--- src/rtl/clint_pkg.sv ---
// Shared register-map constants, decode kinds and byte-merge helper for the CLINT timer.
package clint_pkg;

  localparam logic [15:0] MSIP_BASE = 16'h0000;
  localparam logic [15:0] CMP_BASE  = 16'h4000;
  localparam logic [15:0] CTRL      = 16'hBFF0;
  localparam logic [15:0] MTIME_LO  = 16'hBFF8;
  localparam logic [15:0] MTIME_HI  = 16'hBFFC;

  typedef enum logic [2:0] {
    REG_NONE,
    REG_MSIP,
    REG_CMP_LO,
    REG_CMP_HI,
    REG_CTRL,
    REG_MTIME_LO,
    REG_MTIME_HI
  } reg_e;

  function automatic logic [31:0] byte_merge(input logic [31:0] old_word,
                                             input logic [31:0] new_word,
                                             input logic [3:0]  mask);
    logic [31:0] merged;
    merged = old_word;
    for (int unsigned b = 0; b < 4; b++) begin
      if (mask[b]) merged[8*b +: 8] = new_word[8*b +: 8];
    end
    return merged;
  endfunction

endpackage

--- src/rtl/clint_hart_channel.sv ---
// Per-hart state: mtimecmp with byte-masked writes, coherent-read high shadow, msip
// and the registered timer comparator.
module clint_hart_channel
  import clint_pkg::*;
#(
  parameter logic [63:0] CMP_RESET = 64'hFFFF_FFFF_FFFF_FFFF
) (
  input  logic        clk,
  input  logic        rst,
  input  logic [63:0] mtime,
  input  logic        wr_msip,
  input  logic        wr_cmp_lo,
  input  logic        wr_cmp_hi,
  input  logic        rd_cmp_lo,
  input  logic [3:0]  wmask,
  input  logic [31:0] wdata,
  output logic [31:0] cmp_lo,
  output logic [31:0] cmp_shadow,
  output logic        msip,
  output logic        irq_timer
);

  logic [63:0] mtimecmp;

  always_ff @(posedge clk or posedge rst) begin
    if (rst) begin
      mtimecmp   <= CMP_RESET;
      cmp_shadow <= '0;
      msip       <= 1'b0;
      irq_timer  <= 1'b0;
    end else begin
      if (wr_cmp_lo) mtimecmp[31:0]  <= byte_merge(mtimecmp[31:0], wdata, wmask);
      if (wr_cmp_hi) mtimecmp[63:32] <= byte_merge(mtimecmp[63:32], wdata, wmask);
      if (wr_msip && wmask[0]) msip <= wdata[0];
      if (rd_cmp_lo) cmp_shadow <= mtimecmp[63:32];
      // Compares pre-edge register values, so the level trails any update by one cycle.
      irq_timer <= (mtime >= mtimecmp);
    end
  end

  assign cmp_lo = mtimecmp[31:0];

endmodule

--- src/rtl/clint_timer.sv ---
// Core-local interruptor: free-running 64-bit mtime with prescaler, address decode,
// read mux and one clint_hart_channel per hart.
module clint_timer
  import clint_pkg::*;
#(
  parameter int unsigned HARTS     = 1,
  parameter int unsigned PRESC_W   = 8,
  parameter logic [63:0] CMP_RESET = 64'hFFFF_FFFF_FFFF_FFFF
) (
  input  logic             clk,
  input  logic             rst,
  input  logic             sel,
  input  logic             mem_valid,
  input  logic             mem_write,
  input  logic [3:0]       mem_wmask,
  input  logic [31:0]      mem_wdata,
  input  logic [15:0]      mem_addr,
  output logic [31:0]      mem_rdata,
  output logic [HARTS-1:0] irq_timer,
  output logic [HARTS-1:0] irq_soft
);

  logic [15:0]        waddr;
  logic               wr_en;
  logic               rd_en;
  reg_e               kind;
  logic [3:0]         hart;
  logic [63:0]        mtime;
  logic [31:0]        mtime_shadow;
  logic               enable;
  logic [PRESC_W-1:0] div;
  logic [PRESC_W-1:0] presc_cnt;
  logic               tick;
  logic [31:0]        ctrl_word;
  logic [31:0]        ctrl_next;
  logic [31:0]        rdata_next;
  logic [31:0]        ch_cmp_lo  [HARTS];
  logic [31:0]        ch_shadow  [HARTS];
  logic               unused_bits;

  assign waddr       = {mem_addr[15:2], 2'b00};
  assign wr_en       = sel & mem_valid & mem_write;
  assign rd_en       = sel & mem_valid & ~mem_write;
  assign tick        = enable && (presc_cnt == div);
  assign ctrl_word   = 32'({div, enable});
  assign ctrl_next   = byte_merge(ctrl_word, mem_wdata, mem_wmask);
  assign unused_bits = ^{mem_addr[1:0], ctrl_next};

  always_comb begin
    kind = REG_NONE;
    hart = '0;
    if (waddr == CTRL) begin
      kind = REG_CTRL;
    end else if (waddr == MTIME_LO) begin
      kind = REG_MTIME_LO;
    end else if (waddr == MTIME_HI) begin
      kind = REG_MTIME_HI;
    end else if (waddr < CMP_BASE) begin
      if ({2'b00, waddr[15:2]} < 16'(HARTS)) begin
        kind = REG_MSIP;
        hart = waddr[5:2];
      end
    end else if (waddr < CMP_BASE + 16'(8 * HARTS)) begin
      kind = waddr[2] ? REG_CMP_HI : REG_CMP_LO;
      hart = waddr[6:3];
    end
  end

  always_comb begin
    rdata_next = '0;
    case (kind)
      REG_CTRL:     rdata_next = ctrl_word;
      REG_MTIME_LO: rdata_next = mtime[31:0];
      REG_MTIME_HI: rdata_next = mtime_shadow;
      default: begin
        for (int unsigned h = 0; h < HARTS; h++) begin
          if (hart == 4'(h)) begin
            if (kind == REG_MSIP)   rdata_next = {31'b0, irq_soft[h]};
            if (kind == REG_CMP_LO) rdata_next = ch_cmp_lo[h];
            if (kind == REG_CMP_HI) rdata_next = ch_shadow[h];
          end
        end
      end
    endcase
  end

  always_ff @(posedge clk or posedge rst) begin
    if (rst) begin
      mtime        <= '0;
      mtime_shadow <= '0;
      enable       <= 1'b1;
      div          <= '0;
      presc_cnt    <= '0;
      mem_rdata    <= '0;
    end else begin
      if (wr_en && kind == REG_CTRL) begin
        enable    <= ctrl_next[0];
        div       <= ctrl_next[PRESC_W:1];
        presc_cnt <= '0;
      end else if (enable) begin
        presc_cnt <= tick ? '0 : presc_cnt + PRESC_W'(1);
      end

      // A software write to either half suppresses that cycle's increment entirely.
      if (wr_en && kind == REG_MTIME_LO) begin
        mtime[31:0] <= byte_merge(mtime[31:0], mem_wdata, mem_wmask);
      end else if (wr_en && kind == REG_MTIME_HI) begin
        mtime[63:32] <= byte_merge(mtime[63:32], mem_wdata, mem_wmask);
      end else if (tick) begin
        mtime <= mtime + 64'd1;
      end

      if (rd_en) begin
        mem_rdata <= rdata_next;
        if (kind == REG_MTIME_LO) mtime_shadow <= mtime[63:32];
      end
    end
  end

  for (genvar h = 0; h < HARTS; h++) begin : g_hart
    clint_hart_channel #(
      .CMP_RESET(CMP_RESET)
    ) u_channel (
      .clk       (clk),
      .rst       (rst),
      .mtime     (mtime),
      .wr_msip   (wr_en && kind == REG_MSIP   && hart == 4'(h)),
      .wr_cmp_lo (wr_en && kind == REG_CMP_LO && hart == 4'(h)),
      .wr_cmp_hi (wr_en && kind == REG_CMP_HI && hart == 4'(h)),
      .rd_cmp_lo (rd_en && kind == REG_CMP_LO && hart == 4'(h)),
      .wmask     (mem_wmask),
      .wdata     (mem_wdata),
      .cmp_lo    (ch_cmp_lo[h]),
      .cmp_shadow(ch_shadow[h]),
      .msip      (irq_soft[h]),
      .irq_timer (irq_timer[h])
    );
  end

endmodule

--- config.mk ---
export PLATFORM = sky130hd
export DESIGN_NAME = clint_timer
export DESIGN_NICKNAME = d
export VERILOG_FILES = /design/src/rtl/clint_pkg.sv /design/src/rtl/clint_hart_channel.sv /design/src/rtl/clint_timer.sv
export SDC_FILE = /design/constraint.sdc
export NUM_CORES = 1
export LEC_CHECK = 0
export CORE_MARGIN = 2
export CORE_UTILIZATION = 64
export DETAILED_ROUTE_END_ITERATION = 16
export PLACE_DENSITY = 0.92
export SYNTH_ARGS = -nofsm -noshare
export SYNTH_HDL_FRONTEND = slang
export SYNTH_SLANG_ARGS = --single-unit
--- constraint.sdc ---
create_clock -name clk -period 13.7 [get_ports clk]
set_clock_uncertainty 0.05 [all_clocks]
set_input_delay 1.37 -clock clk [delete_from_list [all_inputs] [get_ports clk]]
set_output_delay 1.37 -clock clk [all_outputs]
set_load 0.01 [all_outputs]
==> flow_summary_export.csv <==
group,metric,value,unit
detailed_routing,viasPerCell,6.89,
clocking,cts_buffer_depth,3,
place,portBuffers,88,
power,switchingPower,0.000337,W
setup_path,cp-end-kind,"flip-flop",
clocking,cts_root_buffer,"clkbuf_16",
logic_synthesis,synth-edff-count,0,
power,max-vdd-ir-drop,0.0933,mV
global_route,grt_pass1_wl,64300,µm
detailed_routing,wire_per_inst,22.8,µm
place,dp_hpwl,27300,µm
logic_synthesis,synth_nets,1522,
clocking,cts_tree,"done",
detailed_routing,drt_pass1_iterations,9,
clocking,cts_resized,0,
setup_path,r2r_cells,7,
place,place_congestion,0.950,
detailed_routing,via_count,12100,
detailed_routing,antenna_left,0,
finish,drive_gt1_share,15.6,%
power,clockPowerShare,46.4,%
finish,num_antenna_cells,0,
setup_path,critPathLaunchType,"input port",
logic_synthesis,netlist_area,0.0134,mm²
global_route,grt_overflow,0,
finish,final_cell_mix,"nand2_1, dfrtp_1, o21ai_0",
setup_path,worstSetupPathType,"in -> reg",
die,initial_utilization,65.8,%
timing,fmax,0.208,GHz
clocking,clkLatencyLatePin,0.55,ns
power,power_leakage,6.40,nW
clocking,holdBufCountCts,0,
timing,tns,0,ns
power,pwr-share-comb,5.1,%
setup_path,critPathMaxFanout,13,
detailed_routing,drc,0,
global_route,groute.usage.overall,36.8,%
logic_synthesis,syn_avg_cell_area,9.58,µm²
power,p_int,0.00117,W
detailed_routing,maxUsedRoutingLayer,"met4",
power,power,0.00150,W
run,maxCapViolations,0,
detailed_routing,wl_met2,18100,µm
finish,final_common_cell,"nand2_1",
timing,worst_pin_slew,1.15,ns
timing,fin_crit_sh,35.0,%
timing,rsz0062_at_grt,"no",
timing,setup_violations,0,
power,sw_frac_of_total,22.4,%
logic_synthesis,ys.flop_type,"dfrtp_1",
setup_path,reg2reg_from,"mtime[2]",
global_route,grt_pass1_vias,12200,
die,die_y,149,µm
finish,nFillCells,1356,
global_route,antenna_found_initial,0,
timing,whs,0.424,ns
logic_synthesis,synth-seq-cells,243,
hold_path,holdPathEnd,"mem_rdata[14]",
clocking,cts_buffers,26,
timing,drv_slew,0,
logic_synthesis,yosysSeqAreaShare,46.0,%
clocking,post_cts_buffers,0,
clocking,clock-sinks,243,
clocking,cts_max_level,1,
die,core_area,0.0204,mm²
detailed_routing,wl_met3,4690,µm
die,ios,91,
logic_synthesis,netlist_instances,1399,
setup_path,worst-endpoint-required,14.12,ns
die,die-area,0.0221,mm²
finish,fin_nets,1595,
timing,hold_violations,0,
logic_synthesis,ys_warn_count,0,
detailed_routing,m1WireLength,15200,µm
power,seqPwrFrac,48.5,%
logic_synthesis,synth-async-reset-ratio,100,%
detailed_routing,drtIter0Drc,1623,
die,rows,52,
outcome,status,"finished clean",
hold_path,min_path_type,"reg -> reg",
logic_synthesis,synth_cell_types,63,
global_route,grt_max_degree,100,
hold_path,hold_depth,2,
logic_synthesis,synth.largest_area_cell,"dfrtp_1",
setup_path,arrival,5.23,ns
timing,slew_headroom,23.1,%
power,p_per_area,97.8,mW/mm²
finish,area_delta_synth_final,14.8,%
setup_path,rrSetupSlack,10.34,ns
hold_path,min_from,"mem_rdata[14]",
die,fp.dieW,149,µm
clocking,clk_pin_slew,0.06,ns
setup_path,reg2reg_to,"mtime[59]",
timing,finalCriticalPeriod,4.80,ns
logic_synthesis,synth_area_leaders,"dfrtp_1, dfstp_2, mux2_2",
detailed_routing,drt-total-wl,40200,µm
logic_synthesis,yosysTopAreaCellShare,33.2,%
## synth_stat cells (4+ instances only)
cell type / n
o21a_1: 5
a211o_1: 7
o22ai_1: 10
a32oi_1: 4
o31ai_1: 7
ha_1: 66
mux2_2: 93
and3_1: 27
nand2b_1: 6
and2_1: 9
nand4_1: 31
o21ai_0: 121
a21o_1: 20
a211oi_1: 6
a31oi_1: 21
nor4b_1: 9
a21oi_1: 85
o211ai_1: 11
mux2i_1: 10
dfrtp_1: 178
o41ai_1: 4
buf_2: 5
nor4_2: 4
dfstp_2: 65
nor3_1: 27
nand3_1: 55
nor2_1: 68
nand2_1: 184
a222oi_1: 17
nor2b_1: 4
nor3b_1: 7
inv_1: 77
a221oi_1: 15
a22o_1: 7
clkbuf_1: 51
nor4_1: 18
xnor2_1: 8
or3_1: 14
## logic make-up (layout without fill, tap and decap cells)
group	after synthesis	count (layout)	share of synthesized area (%)
compound gates	357	357	16.7
xor+xnor	8	8	0.523
fa+ha+maj	66	66	6.16
buf+inv	136	229	3.86
flops	243	243	46.0
mux	103	103	8.56
simple gates	486	486	18.2
## worst max-delay path by stage
| stage | from | end | slack, ns |
|---|---|---|---|
| floorplan | rst | div[0] | 5.71 |
| global placement | mem_addr[14] | mtime[37] | 8.65 |
| detailed placement | mem_addr[14] | mtime[34] | 8.61 |
| CTS | mem_addr[14] | mtime[34] | 9.15 |
| global route | mem_addr[14] | mtime[37] | 8.78 |
| finish | mem_addr[14] | mtime[34] | 8.90 |
## final cells by class
cell class	count	area [µm²]	share of cell area, %
clock inverter	4	45.0	0.293
tap	270	338	2.20
sequential	243	6160	40.1
inverter	77	297	1.93
multi-input combinational	1020	6750	43.9
clock buffer	44	790	5.13
timing repair buffer	104	1000	6.51
## metal layers
| metal | global-route usage (%) | vias up |
|---|---|---|
| met1 | 49.6 | 5784 |
| met5 | 0 | - |
| met3 | 7.18 | 212 |
| li1 | - | 5301 |
| met4 | 18.4 | 0 |
| met2 | 57.2 | 846 |
## power groups by stage
stage | Clock [W] | Sequential [W] | Combinational [W]
floorplan | 0 | 0.000745 | 0.0000253
global placement | 0 | 0.000742 | 0.0000754
detailed placement | 0 | 0.000742 | 0.0000764
CTS | 0.000699 | 0.000730 | 0.0000767
global route | 0.000730 | 0.000730 | 0.0000829
finish | 0.000697 | 0.000730 | 0.0000767
## critical path, cell delays in order
cell	delay, ns
clkdlybuf4s50_1	0.54
nand4b_2	0.43
nor4_1	0.87
and2_1	0.67
nand2_1	0.30
a21oi_1	0.75
a21oi_1	0.15
a21oi_1	0.15
## state kept, by name, indices dropped and copies added, names as in the netlist
register	count
div	8
enable	1
g_hart.u_channel.cmp_shadow	32
g_hart.u_channel.irq_timer	1
g_hart.u_channel.msip	1
g_hart.u_channel.mtimecmp	64
mem_rdata	32
mtime	64
mtime_shadow	32
presc_cnt	8
## per-stage QoR
step | std cells | utilization, % | cell area (µm²) | setup slack [ns]
after CTS | 1762 | 75.5 | 15400 | 9.15
after floorplan | 1399 | - | 13400 | 5.71
after global routing | 1762 | 75.5 | 15400 | 8.78
after global placement | 1714 | 71.4 | 14600 | 8.65
after detailed placement | 1714 | 71.4 | 14600 | 8.61
final | 1762 | 75.5 | 15400 | 8.90
Power figures use the tool's default switching activity.
